==> config.mk <==
export PLATFORM = sky130hd
export DESIGN_NAME = freq_alu
export DESIGN_NICKNAME = d
export VERILOG_FILES = /design/src/rtl/alu_pkg.sv /design/src/rtl/freq_alu.sv
export SDC_FILE = /design/constraint.sdc
export NUM_CORES = 1
export LEC_CHECK = 0
export BUFFER_PORTS_ARGS = -buffer_cell sky130_fd_sc_hd__clkbuf_2
export CAP_MARGIN = 20
export CELL_PAD_IN_SITES_DETAIL_PLACEMENT = 1
export CELL_PAD_IN_SITES_GLOBAL_PLACEMENT = 1
export CORE_MARGIN = 5
export CORE_UTILIZATION = 46
export DETAILED_ROUTE_END_ITERATION = 7
export GPL_TIMING_DRIVEN = 0
export PLACE_DENSITY_LB_ADDON = 0.1
export SETUP_SLACK_MARGIN = 0.1
export SYNTH_ARGS = -nofsm -noshare
export SYNTH_HDL_FRONTEND = slang
export SYNTH_SLANG_ARGS = --single-unit
export TNS_END_PERCENT = 20
==> constraint.sdc <==
create_clock -name vclk -period 5.4
set_clock_uncertainty 0.15 [all_clocks]
set_input_delay 0.81 -clock vclk [all_inputs]
set_output_delay 0.81 -clock vclk [all_outputs]
set_load 0.1 [all_outputs]
==> src/rtl/alu_pkg.sv <==
// Shared definitions for the lab-3 ALU timing harness.
//   OP_W  : operand width
//   RES_W : result width
//   SEL_W : opcode width
//   alu_op_e : the 16 ALU operations, encoded as the opcode value
package alu_pkg;

    localparam int OP_W  = 5;
    localparam int RES_W = 10;
    localparam int SEL_W = 4;

    typedef enum logic [SEL_W-1:0] {
        OP_ADD  = 4'd0,
        OP_SUB  = 4'd1,
        OP_MUL  = 4'd2,
        OP_AND  = 4'd3,
        OP_OR   = 4'd4,
        OP_XOR  = 4'd5,
        OP_NAND = 4'd6,
        OP_NOR  = 4'd7,
        OP_XNOR = 4'd8,
        OP_SHL  = 4'd9,
        OP_SHR  = 4'd10,
        OP_NOT  = 4'd11,
        OP_PASA = 4'd12,
        OP_PASB = 4'd13,
        OP_LT   = 4'd14,
        OP_ZERO = 4'd15
    } alu_op_e;

endpackage

==> src/rtl/freq_alu.sv <==
// Purely combinational 5-bit ALU core.
//   a   : operand A (unsigned, 5 b)
//   b   : operand B (unsigned, 5 b)
//   sel : opcode (alu_op_e encoding)
//   res : 10-bit result; operands zero-extended, result wraps
module freq_alu
    import alu_pkg::*;
(
    input  logic [OP_W-1:0]  a,
    input  logic [OP_W-1:0]  b,
    input  logic [SEL_W-1:0] sel,
    output logic [RES_W-1:0] res
);

    logic [RES_W-1:0] a_ext;
    logic [RES_W-1:0] b_ext;
    logic [OP_W-1:0]  pad;

    assign a_ext = {{(RES_W-OP_W){1'b0}}, a};
    assign b_ext = {{(RES_W-OP_W){1'b0}}, b};
    assign pad   = '0;

    always_comb begin
        res = '0;
        case (alu_op_e'(sel))
            OP_ADD:  res = a_ext + b_ext;
            OP_SUB:  res = a_ext - b_ext;
            OP_MUL:  res = a_ext * b_ext;
            OP_AND:  res = {pad, a & b};
            OP_OR:   res = {pad, a | b};
            OP_XOR:  res = {pad, a ^ b};
            OP_NAND: res = {pad, ~(a & b)};
            OP_NOR:  res = {pad, ~(a | b)};
            OP_XNOR: res = {pad, ~(a ^ b)};
            // Only the low three bits of B form the shift amount.
            OP_SHL:  res = a_ext << b[2:0];
            OP_SHR:  res = a_ext >> b[2:0];
            OP_NOT:  res = {pad, ~a};
            OP_PASA: res = a_ext;
            OP_PASB: res = b_ext;
            OP_LT:   res = {{(RES_W-1){1'b0}}, (a < b)};
            OP_ZERO: res = '0;
            default: res = '0;
        endcase
    end

endmodule

==> impl_summary.md <==
Worst hold path
The worst hold path was traced through 5 stages. For hold timing, the worst endpoint is res[7]. In this run the most critical hold path is launched from b[0]. The class of the worst hold path is in2out.

STA
The final setup violation count is 0. The max-slew violation count came to 0. The post-route minimum period is 5.29 ns. The number of hold violations in the final report came to 0. Static timing analysis puts the maximum clock frequency at 189 MHz. The ratio of final minimum period to clock period is 0.979. Setup repair after global routing could not meet its margin everywhere. At the pin with the least slew margin, the transition time is 1.16 ns. The worst pin sits at a relative slew slack of 0.218.

Hold is met by 2.23 ns.

Final layout
The diode insertion count for antenna repair is 0. Across the whole layout, storage elements account for 0 sq um. In the finished design the tool counted flip-flops and latches totalling 0. The share of post-route cells with drive strength above 1 is 0.201. The layout has 0 clock buffers. The cell area after layout is 2610 sq um. From synthesis to final layout, the design area changed by 14.9%. The net count of the finished layout is 400.

Synthesis
The post-synthesis cell area is 2270 sq um. By area the synthesized netlist is led by sky130_fd_sc_hd__ha_1, sky130_fd_sc_hd__fa_1, sky130_fd_sc_hd__nand2_1. The area fraction in compound gates after synthesis is 0.276. After synthesis, the most frequently instantiated cells are sky130_fd_sc_hd__ha_1, sky130_fd_sc_hd__nand2_1, sky130_fd_sc_hd__inv_1, sky130_fd_sc_hd__nor2_1, sky130_fd_sc_hd__a21oi_1. The number of distinct library cells after synthesis is 66. The number of warnings printed during yosys synthesis is 0. The post-synthesis share of cell area spent on xor and xnor gates is 0.0424. After synthesis, the share of cell area in mux cells is 0.0501.

The adder-cell share of the synthesized area is 0.284. The fraction of post-synthesis cell area in the top cell type by area is 0.187. Of the total synthesized cell area, the portion taken by AND, OR, NAND and NOR gates is 0.235. The main combinational cell family by area after synthesis is adder cells. The mean cell area of the mapped netlist is 7.20 sq um. For this run, the register share of the synthesized area comes to 0. The largest total area in the synthesized netlist belongs to sky130_fd_sc_hd__ha_1. The cell count after synthesis came out at 316. The post-synth net total is 375.

Job
Across the run, the number of max-cap violations was 0.

Floorplan
The die span in x is 80.3 microns. The overall die area is 6450 sq um. The vertical extent of the die is 80.3 microns. The total I/O pin count is 24. In this run the standard cell core region covers 4750 sq um. The effective utilization at floorplan is 0.478. The floorplan has 25 rows.

Pwr
The power density normalized to cell area is 138 nW/um^2. The largest vdd supply drop is 0.0963 mV. The leakage component of the power is 1.22 nW.

Critical path
The setup path with the least slack is of type in2out. The worst path buffer plus inverter count is 5. For this run, the slowest stage of the critical path takes 0.57 ns. Traced cell by cell, the critical path runs through clkbuf_2 > clkbuf_4 > inv_1 > nor2_1 > ha_1 > ha_1 > fa_1 > inv_1 > fa_1 > xnor2_1 > a21oi_1 > o21ai_0 > nor4_2 > a32oi_2 > clkbuf_8. The worst setup path is launched from a primary input. For the worst setup path, the data required time is 4.44 ns. The critical-path maximum fanout is 10.

Data on the critical path arrives at its endpoint at 4.33 ns. The category of the worst setup path capture point is a primary output. The cell type group with the largest total delay on the critical path is adder cells.

The critical-path cell with the highest stage delay is sky130_fd_sc_hd__fa_1.

Route
The number of DRC violations after detailed-routing iteration 0 is 222. The vias after detailed routing is 2522. Dividing the detail-routed wire length by the instance count gives 20.5 microns. The count of nets left with antenna violations once routing finished came out at 0. The DRC violations left is 0.

The length of the first detailed-routing pass in iterations is 4. For this block, the routed nets add up to 8320 microns of wire. Dividing the detail-routed via count by the number of cells gives 6.21.

Placement
The congestion estimate from routability-driven global placement came to 0.957. The HPWL after detailed placement is 6750 microns. Once placement finished, the instance area stood at 2510 sq um. Port buffering added 24 buffers.

GRT
The total grt overflow is 0. The via count of the first global-routing pass is 2626. The number of antenna violations at the first check in global routing is 0. The largest net degree at the start of global routing is 13. The total routing usage reported by global routing is 0.267. The first-pass GRT wire length is 13500 microns.

Outcome
The run finished with clean final reports.

CTS
The count of hold-fix buffers inserted at cts is 0.
==> tightest hold or removal path, cell delays in order <==
cell and delay, ns:
sky130_fd_sc_hd__clkbuf_2 0.15, sky130_fd_sc_hd__nand2_1 0.16, sky130_fd_sc_hd__o31a_1 0.15, sky130_fd_sc_hd__o221ai_2 0.11, sky130_fd_sc_hd__buf_8 0.18
==> worst max path at each step <==
stage,endpoint,cells after the start,start,slack [ns]
2_1_floorplan,res[3],12,a[1],-0.44
3_3_place_gp,res[4],15,a[1],-0.33
3_5_place_dp,res[4],15,a[1],-0.39
4_1_cts,res[5],14,a[2],0.05
5_1_grt,res[4],15,b[2],0.02
6_report,res[4],15,b[2],0.11
==> through the flow <==
| step | cells | worst slack, ns | setup TNS (ns) | utilization | total power, mW |
|---|---|---|---|---|---|
| after global routing | 406 | 0.0176 | 0 | 0.550 | 0.391 |
| final | 406 | 0.113 | 0 | 0.550 | 0.361 |
| after floorplan | 316 | -0.436 | -0.439 | - | 0.256 |
| after CTS | 406 | 0.0475 | 0 | 0.541 | 0.348 |
| after detailed placement | 407 | -0.390 | -2.06 | 0.528 | 0.338 |
| after global placement | 407 | -0.328 | -1.69 | 0.528 | 0.330 |
==> power breakdown <==
| group | leakage [nW] | internal (mW) | switching (mW) | total, mW |
|---|---|---|---|---|
| sequential | 0 | 0 | 0 | 0 |
| combinational | 1.22 | 0.127 | 0.234 | 0.361 |
| clock | 0 | 0 | 0 | 0 |
==> cell type report <==
type                            instances  area [sq um]
Buffer                                 20           125
Tap cell                               67          83.8
Inverter                               36           135
Multi-Input combinational cell        259          2090
Timing Repair Buffer                   24           183
Fill cell                             639          2140
==> repair_timing <==
action / CTS / global route
gates resized for setup: 17 / 16
gates cloned: 0 / 0
buffers inserted: 0 / 0
setup endpoints to repair: 7 / 7
pin swaps: 1 / 1
==> layout by cell type, fill, tap and decap left out, drive strengths merged, types with 4 or more instances in the layout <==
master / n
inv: 35
nand2: 34
ha: 34
clkbuf: 26
nor2: 23
a21oi: 19
buf: 18
o21ai: 11
fa: 11
nand2b: 8
mux2i: 8
xnor2: 8
nand3: 6
a31oi: 6
nor4: 6
a22oi: 5
a21o: 5
a211oi: 5
o221ai: 5
nor2b: 5
and2: 4
nor3: 4
a2bb2oi: 4
==> per-layer routing <==
layer  GRT usage  part of all wire
met1       0.379              0.45
met2       0.443              0.47
met3      0.0179             0.066
met4      0.0507             0.020
met5           0                 0
==> cells by family (layout without fill, tap and decap cells) <==
group	after synthesis	count (layout)
xor gates and xnor gates	11	11
adders and majority gates	45	45
buffers and inverters	57	80
muxes	11	11
and+or+nand+nor	104	104
AOI/OAI and AO/OA	88	88
(Power assumes the default switching activity.)
